===== src/rtl/demux2b16_stage_pkg.sv =====
// Shared definitions for the demux2b16_stage block.
//   DATAPATH_W   : width of the 16-bit datapath
//   SEL_A/SEL_B  : encoding of the destination select S
//   slot_state_t : state of one output register slot
// Optional feature macro: DEMUX2B16_COUNT_EN (drain counters on each slot).
package demux2b16_stage_pkg;

  localparam int DATAPATH_W = 16;

  localparam logic SEL_A = 1'b0;
  localparam logic SEL_B = 1'b1;

  typedef enum logic {
    SLOT_EMPTY = 1'b0,
    SLOT_FULL  = 1'b1
  } slot_state_t;

endpackage


===== src/rtl/demux2b16_stage_if.sv =====
// Handshake bundle for demux2b16_stage.
//   I, S, IN_VALID / IN_READY      : source word, destination select, handshake
//   OA, OA_VALID / OA_READY        : destination A data and handshake
//   OB, OB_VALID / OB_READY        : destination B data and handshake
// Modports: slave = the demux itself, master = source plus both consumers.
// Optional feature macro: DEMUX2B16_COUNT_EN (counters are plain top ports).
interface demux2b16_stage_if
  import demux2b16_stage_pkg::*;
#(
  parameter int WIDTH = DATAPATH_W
) ();

  logic [WIDTH-1:0] I;
  logic             S;
  logic             IN_VALID;
  logic             IN_READY;
  logic [WIDTH-1:0] OA;
  logic             OA_VALID;
  logic             OA_READY;
  logic [WIDTH-1:0] OB;
  logic             OB_VALID;
  logic             OB_READY;

  modport slave (
    input  I, S, IN_VALID, OA_READY, OB_READY,
    output IN_READY, OA, OA_VALID, OB, OB_VALID
  );

  modport master (
    output I, S, IN_VALID, OA_READY, OB_READY,
    input  IN_READY, OA, OA_VALID, OB, OB_VALID
  );

endinterface


===== src/rtl/demux2b16_stage_demux_out_slot.sv =====
// One-entry output register slot of the demux.
//   clk, rst  : clock and synchronous active-high reset
//   load      : write load_data into the slot this edge
//   load_data : word to store
//   ready     : consumer takes the word held in the slot
//   data      : held word (registered)
//   valid     : slot holds an undelivered word (registered)
//   full      : slot state is FULL
//   drain     : the held word is consumed this cycle
//   cnt       : drain counter, only with DEMUX2B16_COUNT_EN
module demux_out_slot
  import demux2b16_stage_pkg::*;
#(
  parameter int               WIDTH     = DATAPATH_W,
  parameter logic [WIDTH-1:0] RESET_VAL = {WIDTH{1'b0}}
) (
  input  logic                  clk,
  input  logic                  rst,
  input  logic                  load,
  input  logic [WIDTH-1:0]      load_data,
  input  logic                  ready,
  output logic [WIDTH-1:0]      data,
  output logic                  valid,
  output logic                  full,
  output logic                  drain
`ifdef DEMUX2B16_COUNT_EN
  ,
  output logic [DATAPATH_W-1:0] cnt
`endif
);

  slot_state_t      state_r;
  logic [WIDTH-1:0] data_r;
  logic             valid_r;
  logic             drain_s;

  assign drain_s = valid_r & ready;
  assign drain   = drain_s;
  assign full    = (state_r == SLOT_FULL);
  assign data    = data_r;
  assign valid   = valid_r;

  // Slot FSM: a load always wins over a drain, so simultaneous drain+load keeps the slot FULL with new data.
  always_ff @(posedge clk) begin
    if (rst) begin
      state_r <= SLOT_EMPTY;
      data_r  <= RESET_VAL;
      valid_r <= 1'b0;
    end else begin
      case (state_r)
        SLOT_EMPTY: begin
          if (load) begin
            state_r <= SLOT_FULL;
            data_r  <= load_data;
            valid_r <= 1'b1;
          end
        end
        SLOT_FULL: begin
          if (load) begin
            data_r  <= load_data;
          end else if (drain_s) begin
            state_r <= SLOT_EMPTY;
            valid_r <= 1'b0;
          end
        end
        default: begin
          state_r <= SLOT_EMPTY;
          valid_r <= 1'b0;
        end
      endcase
    end
  end

`ifdef DEMUX2B16_COUNT_EN
  logic [DATAPATH_W-1:0] cnt_r;

  // Drain counter; wraps naturally at the register width, reset takes priority over a drain.
  always_ff @(posedge clk) begin
    if (rst) begin
      cnt_r <= {DATAPATH_W{1'b0}};
    end else if (drain_s) begin
      cnt_r <= cnt_r + {{(DATAPATH_W-1){1'b0}}, 1'b1};
    end
  end

  assign cnt = cnt_r;
`endif

endmodule


===== src/rtl/demux2b16_stage.sv =====
// Registered 1-to-2 demultiplexer: routes word I to destination A (S=0) or
// B (S=1), each destination behind its own one-entry register slot.
//   CLK, RST : clock and synchronous active-high reset
//   bus      : demux2b16_stage_if.slave (I/S/IN_VALID/IN_READY, OA*, OB*)
//   CNT_A/B  : per-destination drain counters, only with DEMUX2B16_COUNT_EN
// IN_READY is combinational: it looks at the selected slot only, so a stalled
// destination never blocks traffic to the other one.
module demux2b16_stage
  import demux2b16_stage_pkg::*;
#(
  parameter int               WIDTH     = DATAPATH_W,
  parameter logic [WIDTH-1:0] RESET_VAL = {WIDTH{1'b0}}
) (
  input  logic                  CLK,
  input  logic                  RST,
  demux2b16_stage_if.slave      bus
`ifdef DEMUX2B16_COUNT_EN
  ,
  output logic [DATAPATH_W-1:0] CNT_A,
  output logic [DATAPATH_W-1:0] CNT_B
`endif
);

  logic in_ready_s;
  logic load_a_s;
  logic load_b_s;
  logic full_a_s;
  logic full_b_s;
  logic drain_a_s;
  logic drain_b_s;

  // Select decode: ready when the chosen slot is empty or frees up this cycle; loads need a real accept.
  always_comb begin
    in_ready_s = 1'b0;
    load_a_s   = 1'b0;
    load_b_s   = 1'b0;
    if (bus.S == SEL_B) begin
      in_ready_s = ~full_b_s | drain_b_s;
    end else begin
      in_ready_s = ~full_a_s | drain_a_s;
    end
    if (bus.IN_VALID && in_ready_s) begin
      if (bus.S == SEL_B) begin
        load_b_s = 1'b1;
      end else begin
        load_a_s = 1'b1;
      end
    end else begin
      load_a_s = 1'b0;
      load_b_s = 1'b0;
    end
  end

  assign bus.IN_READY = in_ready_s;

  demux_out_slot #(.WIDTH(WIDTH), .RESET_VAL(RESET_VAL)) u_slot_a (
    .clk       (CLK),
    .rst       (RST),
    .load      (load_a_s),
    .load_data (bus.I),
    .ready     (bus.OA_READY),
    .data      (bus.OA),
    .valid     (bus.OA_VALID),
    .full      (full_a_s),
    .drain     (drain_a_s)
`ifdef DEMUX2B16_COUNT_EN
    ,
    .cnt       (CNT_A)
`endif
  );

  demux_out_slot #(.WIDTH(WIDTH), .RESET_VAL(RESET_VAL)) u_slot_b (
    .clk       (CLK),
    .rst       (RST),
    .load      (load_b_s),
    .load_data (bus.I),
    .ready     (bus.OB_READY),
    .data      (bus.OB),
    .valid     (bus.OB_VALID),
    .full      (full_b_s),
    .drain     (drain_b_s)
`ifdef DEMUX2B16_COUNT_EN
    ,
    .cnt       (CNT_B)
`endif
  );

endmodule


===== src/flat_wrapper.sv =====
// flat-port wrapper written by rule: the top's interface ports become plain ports
module demux2b16_stage_flat import demux2b16_stage_pkg::*;
#(
  parameter int               WIDTH     = DATAPATH_W,
  parameter logic [WIDTH-1:0] RESET_VAL = {WIDTH{1'b0}}
)
  (CLK, RST, bus_I, bus_S, bus_IN_VALID, bus_OA_READY, bus_OB_READY, bus_IN_READY, bus_OA, bus_OA_VALID, bus_OB, bus_OB_VALID);
  demux2b16_stage_if #(.WIDTH(WIDTH)) bus_i ();
  input  logic CLK;
  input  logic RST;
  input wire logic [$bits(bus_i.I)-1:0] bus_I;
  input wire logic [$bits(bus_i.S)-1:0] bus_S;
  input wire logic [$bits(bus_i.IN_VALID)-1:0] bus_IN_VALID;
  input wire logic [$bits(bus_i.OA_READY)-1:0] bus_OA_READY;
  input wire logic [$bits(bus_i.OB_READY)-1:0] bus_OB_READY;
  output wire logic [$bits(bus_i.IN_READY)-1:0] bus_IN_READY;
  output wire logic [$bits(bus_i.OA)-1:0] bus_OA;
  output wire logic [$bits(bus_i.OA_VALID)-1:0] bus_OA_VALID;
  output wire logic [$bits(bus_i.OB)-1:0] bus_OB;
  output wire logic [$bits(bus_i.OB_VALID)-1:0] bus_OB_VALID;
  assign bus_i.I = bus_I;
  assign bus_i.S = bus_S;
  assign bus_i.IN_VALID = bus_IN_VALID;
  assign bus_i.OA_READY = bus_OA_READY;
  assign bus_i.OB_READY = bus_OB_READY;
  assign bus_IN_READY = bus_i.IN_READY;
  assign bus_OA = bus_i.OA;
  assign bus_OA_VALID = bus_i.OA_VALID;
  assign bus_OB = bus_i.OB;
  assign bus_OB_VALID = bus_i.OB_VALID;
  demux2b16_stage #(.WIDTH(WIDTH), .RESET_VAL(RESET_VAL)) u_core (.CLK(CLK), .RST(RST), .bus(bus_i));
endmodule

===== config.mk =====
export PLATFORM = sky130hd
export DESIGN_NAME = demux2b16_stage_flat
export DESIGN_NICKNAME = d
export VERILOG_FILES = /design/src/rtl/demux2b16_stage_pkg.sv /design/src/rtl/demux2b16_stage_if.sv /design/src/rtl/demux2b16_stage_demux_out_slot.sv /design/src/rtl/demux2b16_stage.sv /design/src/flat_wrapper.sv
export SDC_FILE = /design/constraint.sdc
export NUM_CORES = 1
export LEC_CHECK = 0
export ABC_CLOCK_PERIOD_IN_PS = 2500
export CORE_MARGIN = 3
export CORE_UTILIZATION = 47
export CTS_CLUSTER_SIZE = 25
export DETAILED_ROUTE_END_ITERATION = 6
export HOLD_SLACK_MARGIN = 0.05
export PLACE_DENSITY_LB_ADDON = 0.12
export REMOVE_ABC_BUFFERS = 1
export SLEW_MARGIN = 20
export SYNTH_ARGS = -nofsm -noshare
export SYNTH_HDL_FRONTEND = slang
export SYNTH_SLANG_ARGS = --single-unit

===== constraint.sdc =====
create_clock -name CLK -period 2.5 [get_ports CLK]
set_input_delay 0.5 -clock CLK [delete_from_list [all_inputs] [get_ports CLK]]
set_output_delay 0.5 -clock CLK [all_outputs]
set_load 0.01 [all_outputs]

==> results.toml, run 1 <==
[layout]
drive_gt1_share_pct = 8.26
n_antenna_cell = 0
finalNetCount = 239
nFillCells = 250
area_delta_synth_final_pct = 42.1

[clock_tree]
cts_buffer_depth = 2
root_buffer = "clkbuf_4"
cts_tree = "yes"
clock-sinks = 36
postCtsSetupBuffers = 0
clkSlewWorstSetupHoldPaths_ns = 0.10
h-tree-depth = 2
clk_latency_ns = 0.33
cts_buffers = 5
hold_buffers = 0
cts_resized = 0

[timing]
slew_headroom_pct = 57.3
setup_viol = 0
holdWs_ns = 0.480
hold_viol_final = 0
worst_pin_slew_ns = 0.639
rsz0062_at_grt = "false"
post-route-min-period_ns = 2.38
finalMaxSlewViolations = 0
clock.fmax_mhz = 421
tns_ns = 0
skew_ns = 0.00316
post-route-period-util_pct = 95.1

[power]
swShare_pct = 25.3
leakagePower_nw = 0.858
peakVddDrop_uv = 359
p_clk_share_pct = 27.5
comb_power_share_pct = 18.5
power.share.sequential_pct = 54.0
p_per_area_nw_per_um2 = 527
netSwitchingPower_mw = 0.291
p_int_mw = 0.862

[routing]
wl_per_cell_um = 13.6
ant_nets = 0
drc = 0
via_count = 1319
dr.pass1.iters = 4
routed_wl_mm = 3.57
dr.first_iter.drc_count = 95
routed_via_density = 5.03

[die]
pin_count = 57
initial_core_util_pct = 50.0
die_area_um2 = 3990
fp.dieW_um = 63.2
coreArea_um2 = 3080
die_y_um = 63.2
rows = 20

[synth]
synth_largest_area_cell = "dfxtp_1"
ys_ff_latch = 36
synth.most_common_cell = "dfxtp_1"
synth_ff_type = "dfxtp_1"
synthDistinctLibCells = 22
synthTopCellsByCount = "dfxtp_1, nand2b_1, o21ai_1"
netlist_area_um2 = 1540
synth-edff-count = 0
syn-instance-count = 160
synth.area.top_cells = "dfxtp_1, nand2b_1, mux2i_1"
yosysSeqAreaShare_pct = 46.9
syn_area_per_cell_um2 = 9.61
synth_warnings = 0
synth_top_cell_area_share_pct = 46.9
synthArstFlopShare_pct = 0

[placed_design]
dpl.hpwl_mm = 2.52
place_congestion = 0.725
io_buffers = 56

[worst_hold_path]
hp-class = "register to register"

[grt]
grt_pass1_wl_mm = 6.41
grt_max_degree = 26
overflow = 0
track_usage_pct = 19.8
antenna_found_initial = 0
grt_pass1_vias = 1377

[worst_setup_path]
r2r_slack_ns = 1.25
required_ns = 2.00
cp_max_fo = 4
arrival_ns = 1.88
critPathLaunchType = "input pin"
end_kind = "output pin"
path_class = "input pin to output pin"

[flow_run]
cap_viol_max_count = 0

[status]
outcome = "finished, final reports clean"
==> power groups by stage <==
stage	Clock [mW]	Sequential, mW	Combinational (mW)
CTS	0.327	0.622	0.215
detailed placement	0	0.635	0.214
floorplan	0	0.646	0.0753
global route	0.349	0.627	0.231
finish	0.318	0.622	0.213
global placement	0	0.633	0.208
==> worst paths after layout <==
path                                start                       to  cells after the start
setup / recovery             bus_OA_READY             bus_IN_READY                      5
hold / removal    u_core.u_slot_a.data[0]  u_core.u_slot_a.data[0]                      2
setup reg to reg    u_core.u_slot_a.valid  u_core.u_slot_a.data[3]                      3
hold reg to reg   u_core.u_slot_a.data[0]  u_core.u_slot_a.data[0]                      2
==> layer usage <==
layer,vias up,track usage [%],wire (µm)
li1,657,-,-
met1,620,24.2,1610
met2,38,33.7,1720
met3,4,5.70,214
met4,0,5.66,35
met5,-,0,0
==> cell families (layout without fill, tap and decap cells) <==
| family | count (synthesis) | in the layout | share of synthesized area [%] |
|---|---|---|---|
| AOI/OAI and AO/OA | 42 | 42 | 15.6 |
| muxes | 16 | 16 | 10.4 |
| and+or+nand+nor | 56 | 56 | 23.3 |
| buffers and inverters | 10 | 68 | 3.82 |
| DFF | 36 | 36 | 46.9 |
==> cell type report <==
cell class / instances / area (µm²) / share of cell area [%]
multi-input cells: 114 / 758 / 34.7
flip-flops and latches: 36 / 721 / 33.0
well taps: 44 / 55.1 / 2.52
clock inverters: 2 / 10.0 / 0.458
repair buffers: 60 / 591 / 27.0
clock buffers: 6 / 51.3 / 2.35
==> stage by stage <==
step,instance area [µm²],setup WS [ns],total power [mW],std cells,util (%)
floorplan,1480,0.943,0.721,150,-
global placement,2120,0.157,0.841,254,69.0
detailed placement,2120,0.121,0.849,254,69.0
CTS,2190,0.121,1.16,262,71.0
global route,2190,0.0675,1.21,262,71.0
finish,2190,0.122,1.15,262,71.0
==> cell usage in the layout (no fill, tap or decap), drive strengths merged, types with 3 or more instances in the layout <==
cell type,synthesis,layout
clkdlybuf4s50,0,56
nand2b,34,34
clkbuf,5,6
nor2,3,3
o21ai,32,32
mux2i,16,16
dfxtp,36,36
nor2b,16,16
buf,5,4
a21oi,3,3
==> state kept, by name (all words and copies together) (netlist names) <==
| signal | cells |
|---|---|
| u_core.u_slot_a.data | 16 |
| u_core.u_slot_b.data | 16 |
| u_core.u_slot_a.full | 1 |
| u_core.u_slot_a.valid | 1 |
| u_core.u_slot_b.full | 1 |
| u_core.u_slot_b.valid | 1 |
==> critical path, stage by stage <==
cell and delay (ns):
clkdlybuf4s50_1 0.49, a21bo_4 0.16, nor2_1 0.04, a21oi_1 0.12, clkdlybuf4s50_1 0.55
(Power assumes the default switching activity.)
==> run 2, diff against run 1 <==
--- a/config.mk
+++ b/config.mk
@@ -8,12 +8,14 @@
 export ABC_CLOCK_PERIOD_IN_PS = 2500
 export CORE_MARGIN = 3
 export CORE_UTILIZATION = 47
+export CTS_BUF_LIST = sky130_fd_sc_hd__clkbuf_4 sky130_fd_sc_hd__clkbuf_8 sky130_fd_sc_hd__clkbuf_16
 export CTS_CLUSTER_SIZE = 25
 export DETAILED_ROUTE_END_ITERATION = 6
-export HOLD_SLACK_MARGIN = 0.05
+export HOLD_SLACK_MARGIN = 0.02
 export PLACE_DENSITY_LB_ADDON = 0.12
 export REMOVE_ABC_BUFFERS = 1
 export SLEW_MARGIN = 20
 export SYNTH_ARGS = -nofsm -noshare
 export SYNTH_HDL_FRONTEND = slang
 export SYNTH_SLANG_ARGS = --single-unit
+export TNS_END_PERCENT = 100
==> results of run 2 <==
No change in the layout: final DEF, timing and power equal those of run 1.
